### src/rtl/arb_pkg.sv
// arb_pkg: shared state/owner types and write-enable codes for memory_arbiter
package arb_pkg;
  typedef enum logic [1:0] {IDLE, BUSY, RESP} arb_state_t;
  typedef enum logic {OWN_IF, OWN_D} arb_owner_t;
  localparam logic [1:0] WE_NONE = 2'b00;
  localparam logic [1:0] WE_BYTE = 2'b01;
  localparam logic [1:0] WE_HALF = 2'b10;
  localparam logic [1:0] WE_WORD = 2'b11;
endpackage

### src/rtl/arb_select.sv
// arb_select: winner pick between IF and D; ARB_ROUND_ROBIN_EN selects round-robin, otherwise D has fixed priority
module arb_select import arb_pkg::*; (
  input  logic       if_req_i,
  input  logic       d_req_i,
  input  arb_owner_t last_owner_i,
  output logic       valid_o,
  output arb_owner_t owner_o
);
  // With no requester the owner output idles at last_owner; valid_o masks it
  always_comb begin
    valid_o = if_req_i | d_req_i;
`ifdef ARB_ROUND_ROBIN_EN
    owner_o = (if_req_i && d_req_i) ? ((last_owner_i == OWN_D) ? OWN_IF : OWN_D) :
              d_req_i ? OWN_D : (if_req_i ? OWN_IF : last_owner_i);
`else
    owner_o = d_req_i ? OWN_D : (if_req_i ? OWN_IF : last_owner_i);
`endif
  end
endmodule

### src/rtl/memory_arbiter.sv
// memory_arbiter: shares one memory port between fetch and load/store; ARB_ROUND_ROBIN_EN enables round-robin arbitration
module memory_arbiter import arb_pkg::*; #(
  parameter int RegBits = 32
) (
  input  logic               clk_i,
  input  logic               rst_i,
  input  logic               if_req_i,
  input  logic [RegBits-1:0] if_addr_i,
  output logic               if_gnt_o,
  output logic               if_rvalid_o,
  output logic [RegBits-1:0] if_rdata_o,
  input  logic               d_req_i,
  input  logic [1:0]         d_we_i,
  input  logic [RegBits-1:0] d_addr_i,
  input  logic [RegBits-1:0] d_wdata_i,
  output logic               d_gnt_o,
  output logic               d_rvalid_o,
  output logic [RegBits-1:0] d_rdata_o,
  output logic               mem_req_o,
  output logic [1:0]         mem_we_o,
  output logic [RegBits-1:0] mem_addr_o,
  output logic [RegBits-1:0] mem_wdata_o,
  input  logic               mem_ack_i,
  input  logic [RegBits-1:0] mem_rdata_i
);
  arb_state_t         state_q, state_d;
  arb_owner_t         owner_q, owner_d, win_owner;
  logic               win_valid, gnt;
  logic               mem_req_q, mem_req_d, if_rvalid_q, if_rvalid_d, d_rvalid_q, d_rvalid_d;
  logic [1:0]         mem_we_q, mem_we_d;
  logic [RegBits-1:0] mem_addr_q, mem_addr_d, mem_wdata_q, mem_wdata_d;
  logic [RegBits-1:0] if_rdata_q, if_rdata_d, d_rdata_q, d_rdata_d;

  arb_select u_sel (
    .if_req_i     (if_req_i),
    .d_req_i      (d_req_i),
    .last_owner_i (owner_q),
    .valid_o      (win_valid),
    .owner_o      (win_owner)
  );

  // Grant outside BUSY, latch the winner's payload, capture the response on ack
  always_comb begin
    gnt         = (state_q != BUSY) && win_valid;
    if_gnt_o    = gnt && (win_owner == OWN_IF);
    d_gnt_o     = gnt && (win_owner == OWN_D);
    state_d     = state_q;
    owner_d     = owner_q;
    mem_req_d   = mem_req_q;
    mem_we_d    = mem_we_q;
    mem_addr_d  = mem_addr_q;
    mem_wdata_d = mem_wdata_q;
    if_rdata_d  = if_rdata_q;
    d_rdata_d   = d_rdata_q;
    if_rvalid_d = 1'b0;
    d_rvalid_d  = 1'b0;
    if (gnt) begin
      state_d     = BUSY;
      owner_d     = win_owner;
      mem_req_d   = 1'b1;
      mem_we_d    = d_gnt_o ? d_we_i : WE_NONE;
      mem_addr_d  = d_gnt_o ? d_addr_i : if_addr_i;
      mem_wdata_d = d_gnt_o ? d_wdata_i : '0;
    end else if (state_q == RESP) begin
      state_d = IDLE;
    end else if (state_q == BUSY && mem_ack_i) begin
      state_d     = RESP;
      mem_req_d   = 1'b0;
      if_rvalid_d = (owner_q == OWN_IF);
      d_rvalid_d  = (owner_q == OWN_D);
      if_rdata_d  = (owner_q == OWN_IF) ? mem_rdata_i : if_rdata_q;
      d_rdata_d   = (owner_q != OWN_D) ? d_rdata_q :
                    (mem_we_q inside {WE_BYTE, WE_HALF, WE_WORD}) ? '0 : mem_rdata_i;
    end
  end

  // State and registered outputs; reset abandons any in-flight transaction
  always_ff @(posedge clk_i or posedge rst_i) begin
    if (rst_i) begin
      state_q     <= IDLE;
      owner_q     <= OWN_D;
      mem_req_q   <= 1'b0;
      mem_we_q    <= WE_NONE;
      mem_addr_q  <= '0;
      mem_wdata_q <= '0;
      if_rdata_q  <= '0;
      d_rdata_q   <= '0;
      if_rvalid_q <= 1'b0;
      d_rvalid_q  <= 1'b0;
    end else begin
      state_q     <= state_d;
      owner_q     <= owner_d;
      mem_req_q   <= mem_req_d;
      mem_we_q    <= mem_we_d;
      mem_addr_q  <= mem_addr_d;
      mem_wdata_q <= mem_wdata_d;
      if_rdata_q  <= if_rdata_d;
      d_rdata_q   <= d_rdata_d;
      if_rvalid_q <= if_rvalid_d;
      d_rvalid_q  <= d_rvalid_d;
    end
  end

  assign mem_req_o   = mem_req_q;
  assign mem_we_o    = mem_we_q;
  assign mem_addr_o  = mem_addr_q;
  assign mem_wdata_o = mem_wdata_q;
  assign if_rvalid_o = if_rvalid_q;
  assign if_rdata_o  = if_rdata_q;
  assign d_rvalid_o  = d_rvalid_q;
  assign d_rdata_o   = d_rdata_q;
endmodule

### config.mk
export PLATFORM = sky130hd
export DESIGN_NAME = memory_arbiter
export DESIGN_NICKNAME = d
export VERILOG_FILES = /design/src/rtl/arb_pkg.sv /design/src/rtl/arb_select.sv /design/src/rtl/memory_arbiter.sv
export SDC_FILE = /design/constraint.sdc
export NUM_CORES = 1
export LEC_CHECK = 0
export BUFFER_PORTS_ARGS = -buffer_cell sky130_fd_sc_hd__buf_2
export CORE_AREA = 2 2 111 113
export CTS_CLUSTER_DIAMETER = 120
export DETAILED_ROUTE_END_ITERATION = 6
export DIE_AREA = 0 0 113 115
export PLACE_DENSITY_LB_ADDON = 0.2
export SETUP_SLACK_MARGIN = 0.05
export SYNTH_ARGS = -nofsm -noshare
export SYNTH_HDL_FRONTEND = slang
export SYNTH_SLANG_ARGS = --single-unit
### constraint.sdc
create_clock -name clk_i -period 5.1 [get_ports clk_i]
set_input_delay 0.255 -clock clk_i [delete_from_list [all_inputs] [get_ports clk_i]]
set_output_delay 0.255 -clock clk_i [all_outputs]
set_load 0.02 [all_outputs]
Word-level counts from Yosys, hierarchy flattened
Cells that the tools add are included.
Storage, ports and cells
  bits in registers: 136
  bits of input ports: 135
  word-level logic and storage cells: 50
  output and inout bits: 135
Cells by class
  reduce and logical (&&, ||, !) cells: 10
  bitwise logic cells: 5
  equal/unequal tests: 7
  mux-type cells: 18
Operators by type and width (count)
  32-bit two-way mux: 3
  1-bit two-way mux: 11
  2-bit two-way mux: 4
  4-bit AND reduction: 2
  2-bit equality test, second input constant: 3
  3-bit nonzero test: 2
  2-bit by 1-bit equality test with 1-bit output, second input constant: 2
  1-bit logical AND: 4
  1-bit NOT: 4
  2-bit by 1-bit != test with 1-bit output, second input constant: 1
  2-bit != test, second input constant: 1
  2-bit AND reduction: 1
  2-bit nonzero test: 1
  1-bit OR: 1

Logic depth before layout (Yosys ltp)
  depth in word-level cells: 5
  depth in mapped cells: 7
  depth with buffers taken out: 3

By module
From an unflattened synthesis, not the netlist that was laid out.
Second synthesis, totals
  cells, all modules: 521
  area, all modules: 5706.7 um2
Modules (own cells, without submodules)
  memory_arbiter: sequential area each 3404.5 um2, cells an instance 518, instances 1, area an instance 5689.2 um2
  arb_select: sequential area each 0.0 um2, cells an instance 3, instances 1, area an instance 17.5 um2

Worst setup path after synthesis
OpenSTA, ideal clock, no wires.
  path kind: register -> register
  from: reg state_q[1]
  to: reg if_rdata_q[19], in the netlist if_rdata_o[19]
  required time: 4.975 ns
  period minus slack after synthesis: 1.524 ns
  path buffers: 2
  arrival time: 1.400 ns
  cell stages (with the launch flop): 6
  setup time: 0.125 ns
  path slack: 3.576 ns
  path through: dfrtp_1 > nand2b_4 > buf_6 > nor3_4 > buf_6 > mux2_2
On the way
  cells in the longest elaborated chain, start to end: 4
  elaborated cells between the ends (all ways): 8
  classes of those cells: eq/ne: 3; bitwise: 2; reduce/logical: 3
Ends and longest elaborated chain
  start: declaration: line memory_arbiter.sv:26  | arb_state_t state_q, state_d;
  start signal: assignment: line memory_arbiter.sv:91  | state_q <= state_d;
  2-bit by 1-bit != test with 1-bit output: line memory_arbiter.sv:44  | gnt = (state_q != BUSY) && win_valid;
  1-bit logical AND: line memory_arbiter.sv:44
  1-bit NOT (no line)
  4-bit AND reduction (no line) *
  end signal: assignment: line memory_arbiter.sv:97  | if_rdata_q <= if_rdata_d;
  end: declaration: line memory_arbiter.sv:32  | logic [RegBits-1:0] if_rdata_q, if_rdata_d, d_rdata_q, d_rdata_d;
Every way passes the cells marked *; elsewhere a longest branch is shown, timed or not.
A chain may end at the register's enable or synchronous reset.

Worst setup path in the final report
  from: reg state_q[1]
  to: out d_gnt_o
On the way
  cells in the longest elaborated chain, start to end: 3
Ends and longest elaborated chain
  2-bit by 1-bit != test with 1-bit output: line memory_arbiter.sv:44
  1-bit logical AND: line memory_arbiter.sv:44
  1-bit logical AND: line memory_arbiter.sv:46  | d_gnt_o = gnt && (win_owner == OWN_D);
  end: declaration: line memory_arbiter.sv:16  | output logic d_gnt_o,
Every way passes these cells.

==> qor.csv <==
metric,value,unit
worst reg2reg path startpoint,state_q[1]$_DFFE_PP0P_,
share of layout cells above drive strength 1,0.499,
most common library cells after synthesis,"dfrtp_1, nand2_1, a22o_1",
most frequent cell after synthesis,dfrtp_1,
synthesized area per cell,12.8,µm²
failing checks,DRC,
post-CTS resize count,0,
post-synth cell types,23,
Fin. Hold Viols,0,
drt first pass iters,6,
Worst Path Required,4.85,ns
# diodes,0,
post-place instance area,0.00671,mm²
main area contributors after synthesis,"dfrtp_1, mux2_2, a221o_1",
VDD IR max,0.000317,V
initial antenna violation count,0,
I/O pins,270,
status,"finished, violations left",
placed instance count,805,
Vias,4244,
Setup TNS Final,0,ns
vias in the first global route,4255,
first-pass GRT wire length,21000,µm
HPWL reported at the end of detailed placement,9720,µm
count of state elements after synthesis,136,
"Clk Latency, worst-skew pair",0.40,ns
IO Port Bufs,269,
post-route ant nets,0,
final cell count without fillers,837,
"Design Area, Final",0.00739,mm²
final global-route overflow total,0,
# clock sinks,136,
arrival time at the worst endpoint,2.14,ns
Die Y,115,µm
CTS tree,done,
gr usage total,0.208,
main flop type after synthesis,dfrtp_1,
Critical Path Sink Type,output port,
Detailed Route WL,13500,µm
largest net degree at the start of global routing,98,
Leak,3.99,nW
Rows,40,
P&R area growth vs syn,38.3,%
minimum clock period,2.40,ns
synthesized cell area,0.00535,mm²
CP max FO,67,
CTS Buffer Depth,2,
CP Class,reg2out,
largest area contributor in the netlist,dfrtp_1,
Clock transition at path regs,0.05,ns
initial cell density of the core,0.453,
H-tree depth,4,
cell chosen for the clock root,clkbuf_16,
"EDFF count, synth",0,
Max-cap violations,0,
max-slew violations,0,
utilization after layout,0.626,
vias per cell,5.07,
final period utilization,0.470,
"Warnings, synthesis",0,
ys async rst share,1.00,
worst-margin pin slew,0.836,ns
PD cells,751,mW/mm²
core area,0.0118,mm²
Worst Setup Start Kind,flip-flop,
Hold WS,0.0390,ns
routed len/inst,16.2,µm
RSZ-0062 raised after global routing,no,
Post-CTS Setup Repair Bufs,0,
synthesized instance count,418,
Worst Hold Class,in2async,
CP startpoint,state_q[1]$_DFFE_PP0P_,
First DRT Iteration DRCs,286,
die area,0.0130,mm²
Post-Syn Nets,553,
sequential share of the synthesized area,0.637,
area share of the largest cell type after synthesis,0.632,
Post-route DRC,17,
cts hold-fix bufs,0,
Final nets,812,
Die W,113,µm
Num CTS Buffers,17,
RePlAce Congestion,0.784,
relative slew slack,0.443,
Max Fclk,417,MHz
Layout Skew,0.00685,ns
setup violators final,0,
critical path, stage by stage (launching register included):
cell,delay (ns)
dfrtp_1,0.40
nand2b_4,0.35
and2_4,0.66
buf_2,0.29
metrics by stage:
stage	setup slack (ns)	power, mW
after floorplan	1.21	3.42
after global placement	3.20	4.14
after detailed placement	3.13	4.20
after CTS	2.70	5.61
after global routing	2.55	5.87
final	2.70	5.55
logic make-up (layout without fill, tap and decap cells):
kind of cell,count (synthesis),in the layout,share of synthesized area
buffers and inverters,40,312,0.0461
flip-flops,136,136,0.637
multiplexers,33,33,0.0693
AND/OR/NAND/NOR,107,107,0.0976
AO/OA/AOI/OAI,102,102,0.150
final timing paths:
path                       slack [ns]                          end  cells after the start
setup / recovery                 2.70                      d_gnt_o                      3
hold / removal                   0.04  mem_wdata_o[10]$_DFFE_PP0N_                      2
setup reg to reg                 3.20    mem_addr_o[3]$_DFFE_PP0N_                      4
hold reg to reg                  0.48     d_rdata_o[5]$_DFFE_PP0P_                      2
max in group asynchronous        4.01          owner_q$_DFFE_PP1N_                      3
min in group clk_i               0.07   mem_wdata_o[1]$_DFFE_PP0N_                      2
cell type report:
class,instances,area (µm²)
Inverter,5,23.8
Tap cell,147,184
Clock inverter,11,216
Multi-Input combinational cell,242,1700
Sequential cell,136,3400
Timing Repair Buffer,275,1390
Fill cell,994,4420
Clock buffer,21,470
report_power, final:
group	switching (mW)	internal (mW)
combinational	1.42	0.843
clock	0.427	0.957
sequential	0.291	1.62
total	2.14	3.42
flip-flops by register name (all words and copies together) (netlist names):
name and count:
if_rdata_o 32, d_rvalid_o 1, mem_req_o 1, mem_addr_o 32, d_rdata_o 32, state_q 2
if_rvalid_o 1, owner_q 1, mem_we_o 2, mem_wdata_o 32
layout by cell type, fill, tap and decap left out, drive strengths merged, types with 21 or more instances in the layout:
master  Yosys  routed
and3       32      32
nand2      65      65
a221o      32      32
mux2       32      32
clkbuf     18      21
dfrtp     135     135
buf        17     275
a22o       34      34
o21ai      34      34
layer usage:
layer / wire length (µm) / up-vias / global-route usage
met4: 227 / 0 / 0.0911
met1: 5440 / 2017 / 0.254
met3: 1060 / 14 / 0.0543
met5: 0 / - / 0
met2: 6800 / 183 / 0.352
li1: - / 2030 / -
Note: power is estimated with default switching activity, not from simulation.
